**config.mk**
```make
export PLATFORM = sky130hd
export DESIGN_NAME = cache_hit_monitor
export DESIGN_NICKNAME = d
export VERILOG_FILES = /design/src/rtl/cache_hit_monitor.sv
export SDC_FILE = /design/constraint.sdc
export NUM_CORES = 1
export LEC_CHECK = 0
export ABC_AREA = 1
export CAP_MARGIN = 15
export CELL_PAD_IN_SITES_DETAIL_PLACEMENT = 0
export CELL_PAD_IN_SITES_GLOBAL_PLACEMENT = 2
export CORE_MARGIN = 2
export CORE_UTILIZATION = 37
export CTS_CLUSTER_SIZE = 14
export DETAILED_ROUTE_END_ITERATION = 10
export HOLD_SLACK_MARGIN = 0.06
export PLACE_DENSITY = 0.84
export SYNTH_ARGS = -nofsm -noshare
export SYNTH_HDL_FRONTEND = slang
export SYNTH_SLANG_ARGS = --single-unit
```
**constraint.sdc**
```tcl
create_clock -name clk_i -period 3.31 [get_ports clk_i]
set_clock_uncertainty 0.05 [all_clocks]
set_input_delay 0.993 -clock clk_i [delete_from_list [all_inputs] [get_ports clk_i]]
set_output_delay 0.993 -clock clk_i [all_outputs]
set_load 0.05 [all_outputs]
```
**src/rtl/cache_hit_monitor.sv**
```systemverilog
// Direct-mapped cache tag model that classifies each CPU access as hit/miss/evict
// and maintains saturating access, hit, miss and eviction counters.
module cache_hit_monitor #(
  parameter int unsigned ADDR_W      = 32,
  parameter int unsigned BLOCK_BYTES = 16,
  parameter int unsigned NUM_LINES   = 16,
  parameter int unsigned CNT_W       = 32
) (
  input  logic              clk_i,
  input  logic              rst_i,
  input  logic              access_i,
  input  logic [ADDR_W-1:0] addr_i,
  input  logic              clear_i,
  output logic              hit_o,
  output logic              miss_o,
  output logic              evict_o,
  output logic [CNT_W-1:0]  access_cnt_o,
  output logic [CNT_W-1:0]  hit_cnt_o,
  output logic [CNT_W-1:0]  miss_cnt_o,
  output logic [CNT_W-1:0]  evict_cnt_o
);

  localparam int unsigned OFF_W = $clog2(BLOCK_BYTES);
  localparam int unsigned IDX_W = $clog2(NUM_LINES);
  localparam int unsigned TAG_W = ADDR_W - OFF_W - IDX_W;

  logic [NUM_LINES-1:0] r_valid;
  logic [TAG_W-1:0]     r_tags [NUM_LINES];
  logic                 r_hit;
  logic                 r_miss;
  logic                 r_evict;
  logic [CNT_W-1:0]     r_acc_cnt;
  logic [CNT_W-1:0]     r_hit_cnt;
  logic [CNT_W-1:0]     r_miss_cnt;
  logic [CNT_W-1:0]     r_evict_cnt;

  logic [IDX_W-1:0]     w_idx;
  logic [TAG_W-1:0]     w_tag;
  logic                 w_take;
  logic                 w_hit;
  logic                 w_evict;
  logic                 w_unused_off;

  assign w_idx        = addr_i[OFF_W+IDX_W-1:OFF_W];
  assign w_tag        = addr_i[ADDR_W-1:OFF_W+IDX_W];
  assign w_unused_off = ^addr_i[OFF_W-1:0];
  assign w_take       = access_i && !clear_i;
  assign w_hit        = r_valid[w_idx] && (r_tags[w_idx] == w_tag);
  assign w_evict      = !w_hit && r_valid[w_idx];

  function automatic logic [CNT_W-1:0] sat_inc(input logic [CNT_W-1:0] v);
    return (&v) ? v : v + 1'b1;
  endfunction

  always_ff @(posedge clk_i or negedge rst_i) begin
    if (!rst_i) begin
      r_valid     <= '0;
      r_hit       <= 1'b0;
      r_miss      <= 1'b0;
      r_evict     <= 1'b0;
      r_acc_cnt   <= '0;
      r_hit_cnt   <= '0;
      r_miss_cnt  <= '0;
      r_evict_cnt <= '0;
    end else if (clear_i) begin
      r_valid     <= '0;
      r_hit       <= 1'b0;
      r_miss      <= 1'b0;
      r_evict     <= 1'b0;
      r_acc_cnt   <= '0;
      r_hit_cnt   <= '0;
      r_miss_cnt  <= '0;
      r_evict_cnt <= '0;
    end else begin
      r_hit   <= w_take && w_hit;
      r_miss  <= w_take && !w_hit;
      r_evict <= w_take && w_evict;
      if (w_take) begin
        r_acc_cnt <= sat_inc(r_acc_cnt);
        if (w_hit) begin
          r_hit_cnt <= sat_inc(r_hit_cnt);
        end else begin
          r_miss_cnt     <= sat_inc(r_miss_cnt);
          r_valid[w_idx] <= 1'b1;
        end
        if (w_evict) begin
          r_evict_cnt <= sat_inc(r_evict_cnt);
        end
      end
    end
  end

  // Tag RAM needs no reset: a line's tag is only consulted once its valid bit is set.
  always_ff @(posedge clk_i) begin
    if (w_take && !w_hit) begin
      r_tags[w_idx] <= w_tag;
    end
  end

  assign hit_o        = r_hit;
  assign miss_o       = r_miss;
  assign evict_o      = r_evict;
  assign access_cnt_o = r_acc_cnt;
  assign hit_cnt_o    = r_hit_cnt;
  assign miss_cnt_o   = r_miss_cnt;
  assign evict_cnt_o  = r_evict_cnt;

endmodule

```
### Word level (Yosys, flattened, before mapping)

Memory sizes are Yosys's and may differ from the RTL's.
Cells that the tools add are included.

| operators by class | value |
|---|---|
| add/subtract/negate cells | 4 |
| order comparisons | 2 |
| equality and inequality tests | 6 |
| mux-type cells | 27 |
| bitwise logic cells | 1 |
| reductions and logical operators | 21 |

Operator list:

| cell | number |
|---|---|
| $mux 32 | 15 |
| $add 32x1->32 const B | 4 |
| $reduce_and 32->1 | 4 |
| $mux 16 | 3 |
| $eq 24x24->1 | 1 |
| $or 16x16->16 | 1 |
| $ne 2x2->1 const B | 5 |
| $reduce_and 3->1 | 3 |
| $logic_and 1x1->1 | 7 |
| $mux 1 | 7 |
| $reduce_bool 2->1 | 3 |
| $lt 4x5->1 const B | 1 |
| $bmux 1 s4 | 1 |
| $demux 1 s4 | 1 |
| $ge 4x1->1 const B | 1 |
| $reduce_and 2->1 | 2 |
| $logic_not 1->1 | 2 |

| storage, ports and cells | value |
|---|---|
| flip-flop bits (word level) | 147 |
| bits in writable memories | 384 |
| input port bits | 36 |
| output and inout bits | 131 |
| memories | 1 |

Memory list:

| name | depth | width | rd ports | clocked after memory_dff | wr ports | RTL line | text |
|---|---|---|---|---|---|---|---|
| r_tags | 16 | 24 | 1 | 0 | 1 | 28 | `logic [TAG_W-1:0] r_tags [NUM_LINES];` |

### Logic depth before layout (Yosys ltp)

| depth | value |
|---|---|
| depth after elaboration | 8 |
| gate-level depth with buffers | 22 |

### Least setup slack after synthesis

OpenSTA, ideal clock, no wires.

| timing | value |
|---|---|
| path type | in2reg |
| start point | in addr_i[4] |
| end point | mem r_tags[11][0] (netlist name) (enable) |
| setup time | 0.405 ns |
| data arrival time | 3.725 ns |
| required time | 2.855 ns |
| setup slack | -0.870 ns |
| cell stages on the path | 19 |
| cell sequence | inv_2 > buf_4 > clkbuf_1 > nand2_1 > a21oi_1 > o21ai_1 > nand2_1 > nor2_1 > nand2_1 > nand2_1 > nand2_1 > nor2_1 > nand2_1 > nor2_2 > nand3_1 > nand2_1 > inv_2 > nand2_1 > nor2_1 |

| on the way | value |
|---|---|
| longest elaborated chain between the ends | 7 |

RTL lines:

| what | RTL line | text |
|---|---|---|
| from (decl) | 12 | `input logic [ADDR_W-1:0] addr_i,` |
| $mem_v2 16x24 / $bmux 1 s4 (equally long branches) | -- |  |
| $eq 24x24->1 / $mux 1 (equally long branches) | 48 | `assign w_hit = r_valid[w_idx] && (r_tags[w_idx] == w_tag);` |
| $logic_and 1x1->1 | 48 |  |
| $logic_not 1->1 | 95 | `if (w_take && !w_hit) begin` |
| $logic_and 1x1->1 | 95 |  |
| $mux 1 | 95 |  |
| $mux 1 (implied by the code) | 96 | `r_tags[w_idx] <= w_tag;` |
| to (decl) | 28 |  |

Several ways; a longest one is shown, not always the timed one. The select of a mux whose other input is x is not followed.

### Final worst setup path

| timing | value |
|---|---|
| start point | in addr_i[5] |
| end point | mem r_tags[7][19] (netlist name) (enable) |

Same word-level chain as after synthesis.

==> flow_summary_export.csv <==
group,metric,value,unit
status,outcome,"finished, final reports clean",
critical_path,r2r_end,"hit_cnt_o[3]",
routing,drc_errors,0,
yosys,seq_area_frac_synth,60.2,%
timing,hold_viol,0,
yosys,netlist_top_cells_area,"edfxtp_1 (46%), nand2_1 (18%), dfrtp_1 (15%)",
critical_path,cp_max_fo,7,
yosys,yosys.area.top_type,"edfxtp_1",
power_and_ir_drop,vdd_drop_max,0.499,mV
routing,firstDrtPassIters,6,
placement,place.gp.congestion,0.876,
grt,grt_pass1_vias,21100,
final_layout,multi_input_area,9590,um^2
yosys,syn_area,25300,um^2
yosys,synthArstFlopShare,27.7,%
placement,place_area,29400,um^2
final_layout,design_area,33000,um^2
yosys,synthDominantCellAreaShare,45.6,%
critical_path,rr_startpoint,"hit_cnt_o[4]",
clock_network,path_clk_slew,0.06,ns
placement,place_hpwl,51800,um
timing,tightest_slew,0.896,ns
final_layout,ff_latch_area,15200,um^2
final_layout,utilization,48.9,%
power_and_ir_drop,cellPowerDensity,473,nW/um^2
clock_network,cts_root_buffer,"clkbuf_16",
grt,grt_usage,23.4,%
clock_network,cts_tree,"done",
floorplan,pin_count,167,
grt,antenna_found_initial,0,
power_and_ir_drop,cellLeakagePower,0.0134,uW
run,drv_cap,0,
critical_path,crit_type,"primary input to register",
timing,relSlewSlack,40.2,%
critical_path,cp.arrival,3.57,ns
final_layout,layout-drive-gt1-share,13.8,%
timing,fmax,309,MHz
final_layout,fill_cells,6212,
clock_network,h-tree-depth,2,
final_layout,n_antenna_cell,0,
grt,grt_start_max_net_pins,67,
final_layout,num-nets-final,3256,
grt,grt.overflow.total,0,
routing,antenna_left,0,
floorplan,rows,95,
yosys,synth_cells,2824,
yosys,yosys_warnings,0,
hold_path,hp-class,"primary input to asynchronous set/reset pin",
floorplan,initial_core_util,37.5,%
floorplan,die_h,265,um
yosys,ys_seq_elements,531,
critical_path,reg2regPathDepth,14,
floorplan,die_area,70400,um^2
yosys,synth_edf_count,384,
timing,hold_slack,0.220,ns
yosys,yosys.cell_types.count,42,
timing,fin_crit,3.23,ns
clock_network,clk_latency,0.67,ns
yosys,avgSynthCellArea,8.95,um^2
timing,fin_crit_sh,97.7,%
yosys,yosys-top-cells-count,"nand2_1 (1,216), edfxtp_1 (384), nor2_1 (239), nand3_1 (178), dfrtp_1 (147)",
floorplan,core-area,67400,um^2
critical_path,rrSetupSlack,0.22,ns
critical_path,required,3.65,ns
critical_path,endpoint_kind,"register",
routing,vias,21400,
routing,drt_iter0_markers,1909,
power_and_ir_drop,power,15600,uW
yosys,yosys_most_used_dff,"edfxtp_1",
clock_network,cts_buffer_depth,3,
floorplan,die_w,265,um
critical_path,startpoint_type,"primary input",
yosys,yosysMostFrequentCell,"nand2_1",
placement,port_buffers,162,
final_layout,area_growth,30.4,%
routing,drt-total-wl,83600,um
clock_network,cts_sinks,531,
grt,grt_pass1_wl,128000,um
routing,detail_route.wl_per_cell,20.2,um
yosys,syn_nets,2864,
timing,rsz0062_at_grt,"false",
routing,routed_via_density,5.17,
timing,report.final.setup_viol,0,
timing,drv_slew,0,
clock_network,cts_buffers,59,
==> cell families (layout without fill, tap and decap cells) <==
family | after synthesis | after routing | synth area share [%]
xor+xnor | 81 | 81 | 2.81
simple gates | 1829 | 1845 | 29.8
compound gates | 129 | 129 | 3.05
flops | 531 | 531 | 60.2
buf+inv | 250 | 674 | 3.98
fa+ha+maj | 4 | 4 | 0.198
==> layout make-up <==
type	instances	share of cell area [%]
Timing Repair Buffer	437	13.7
Clock buffer	67	4.60
Tap cell	873	3.31
Inverter	128	1.58
Sequential cell	531	46.1
Multi-Input combinational cell	2059	29.1
Clock inverter	42	1.63
==> report_power, final <==
group | internal (uW) | switching (uW) | leakage (uW)
clock network | 4090 | 2840 | 0.000995
registers | 7230 | 51.1 | 0.00550
logic | 481 | 896 | 0.00689
total | 11800 | 3780 | 0.0134
==> critical path, cell delays in order <==
cell	delay, ns
clkbuf_4	0.16
buf_6	0.14
nand2_4	0.08
inv_8	0.05
buf_12	0.12
buf_4	0.15
buf_12	0.13
nand2_1	0.05
nand3_1	0.14
nand2_1	0.09
nand2_1	0.07
o21bai_1	0.14
nand2_1	0.07
nor2_1	0.10
nand2_1	0.09
nor2_4	0.17
nand3_4	0.12
nand2_8	0.11
clkinv_8	0.09
nand2_8	0.15
nor2_4	0.08
clkbuf_16	0.23
==> worst max-delay path by stage <==
| stage | from | end | slack (ns) | depth (start not counted) |
|---|---|---|---|---|
| after floorplan | addr_i[4] | r_tags[0][0] | -0.09 | 18 |
| after global placement | addr_i[6] | r_tags[2][20] | -1.11 | 18 |
| after detailed placement | addr_i[6] | r_tags[2][19] | -1.20 | 18 |
| after CTS | addr_i[4] | r_tags[6][23] | 0.01 | 15 |
| after global routing | miss_cnt_o[0] | miss_cnt_o[1] | 0.002 | 17 |
| final | addr_i[5] | r_tags[7][19] | 0.08 | 22 |
==> through the flow <==
step / cells / setup slack, ns / setup TNS (ns)
6_report: 4137 / 0.0771 / 0
5_1_grt: 4137 / 0.00165 / 0
4_1_cts: 4126 / 0.0149 / 0
3_5_place_dp: 3934 / -1.20 / -502.34
3_3_place_gp: 3934 / -1.11 / -464.69
2_1_floorplan: 2824 / -0.0948 / -19.57
==> what timing repair did <==
| item | CTS | global route |
|---|---|---|
| buffers inserted | 67 | 6 |
| pin swaps | 32 | 31 |
| cloned | 16 | 6 |
| gates resized for setup | 24 | 68 |
| endpoints found under the setup margin | 457 | 494 |
| hold buffers | 0 | 0 |
==> cell usage in the layout, fill, tap and decap left out, types with 10 or more instances in the layout <==
cell type and count:
a21oi_1 35, buf_12 55, buf_4 202, buf_6 14, bufinv_16 10, clkbuf_16 64
clkdlybuf4s50_1 156, clkinv_1 11, clkinv_2 13, dfrtp_1 147, edfxtp_1 384, inv_1 121
nand2_1 1206, nand3_1 170, nand4_1 93, nor2_1 213, nor2_4 40, nor3_1 57
nor4_1 26, o21ai_0 20, o21ai_1 25, o21bai_1 16, o31ai_1 13, xnor2_1 34
xor2_1 47
==> routing by layer <==
layer	global-route usage [%]	vias to the layer above	wire [um]
met1	33.1	10400	37700
li1	-	10200	-
met3	2.92	112	4910
met5	0	-	0
met4	5.94	0	1810
met2	38.2	669	39200
==> sequential cells by signal, summed over array words and instances (netlist names) <==
signal        count
access_cnt_o     32
r_tags          384
r_valid          16
evict_o           1
hit_o             1
hit_cnt_o        32
miss_o            1
miss_cnt_o       32
evict_cnt_o      32
Power figures use the tool's default switching activity.
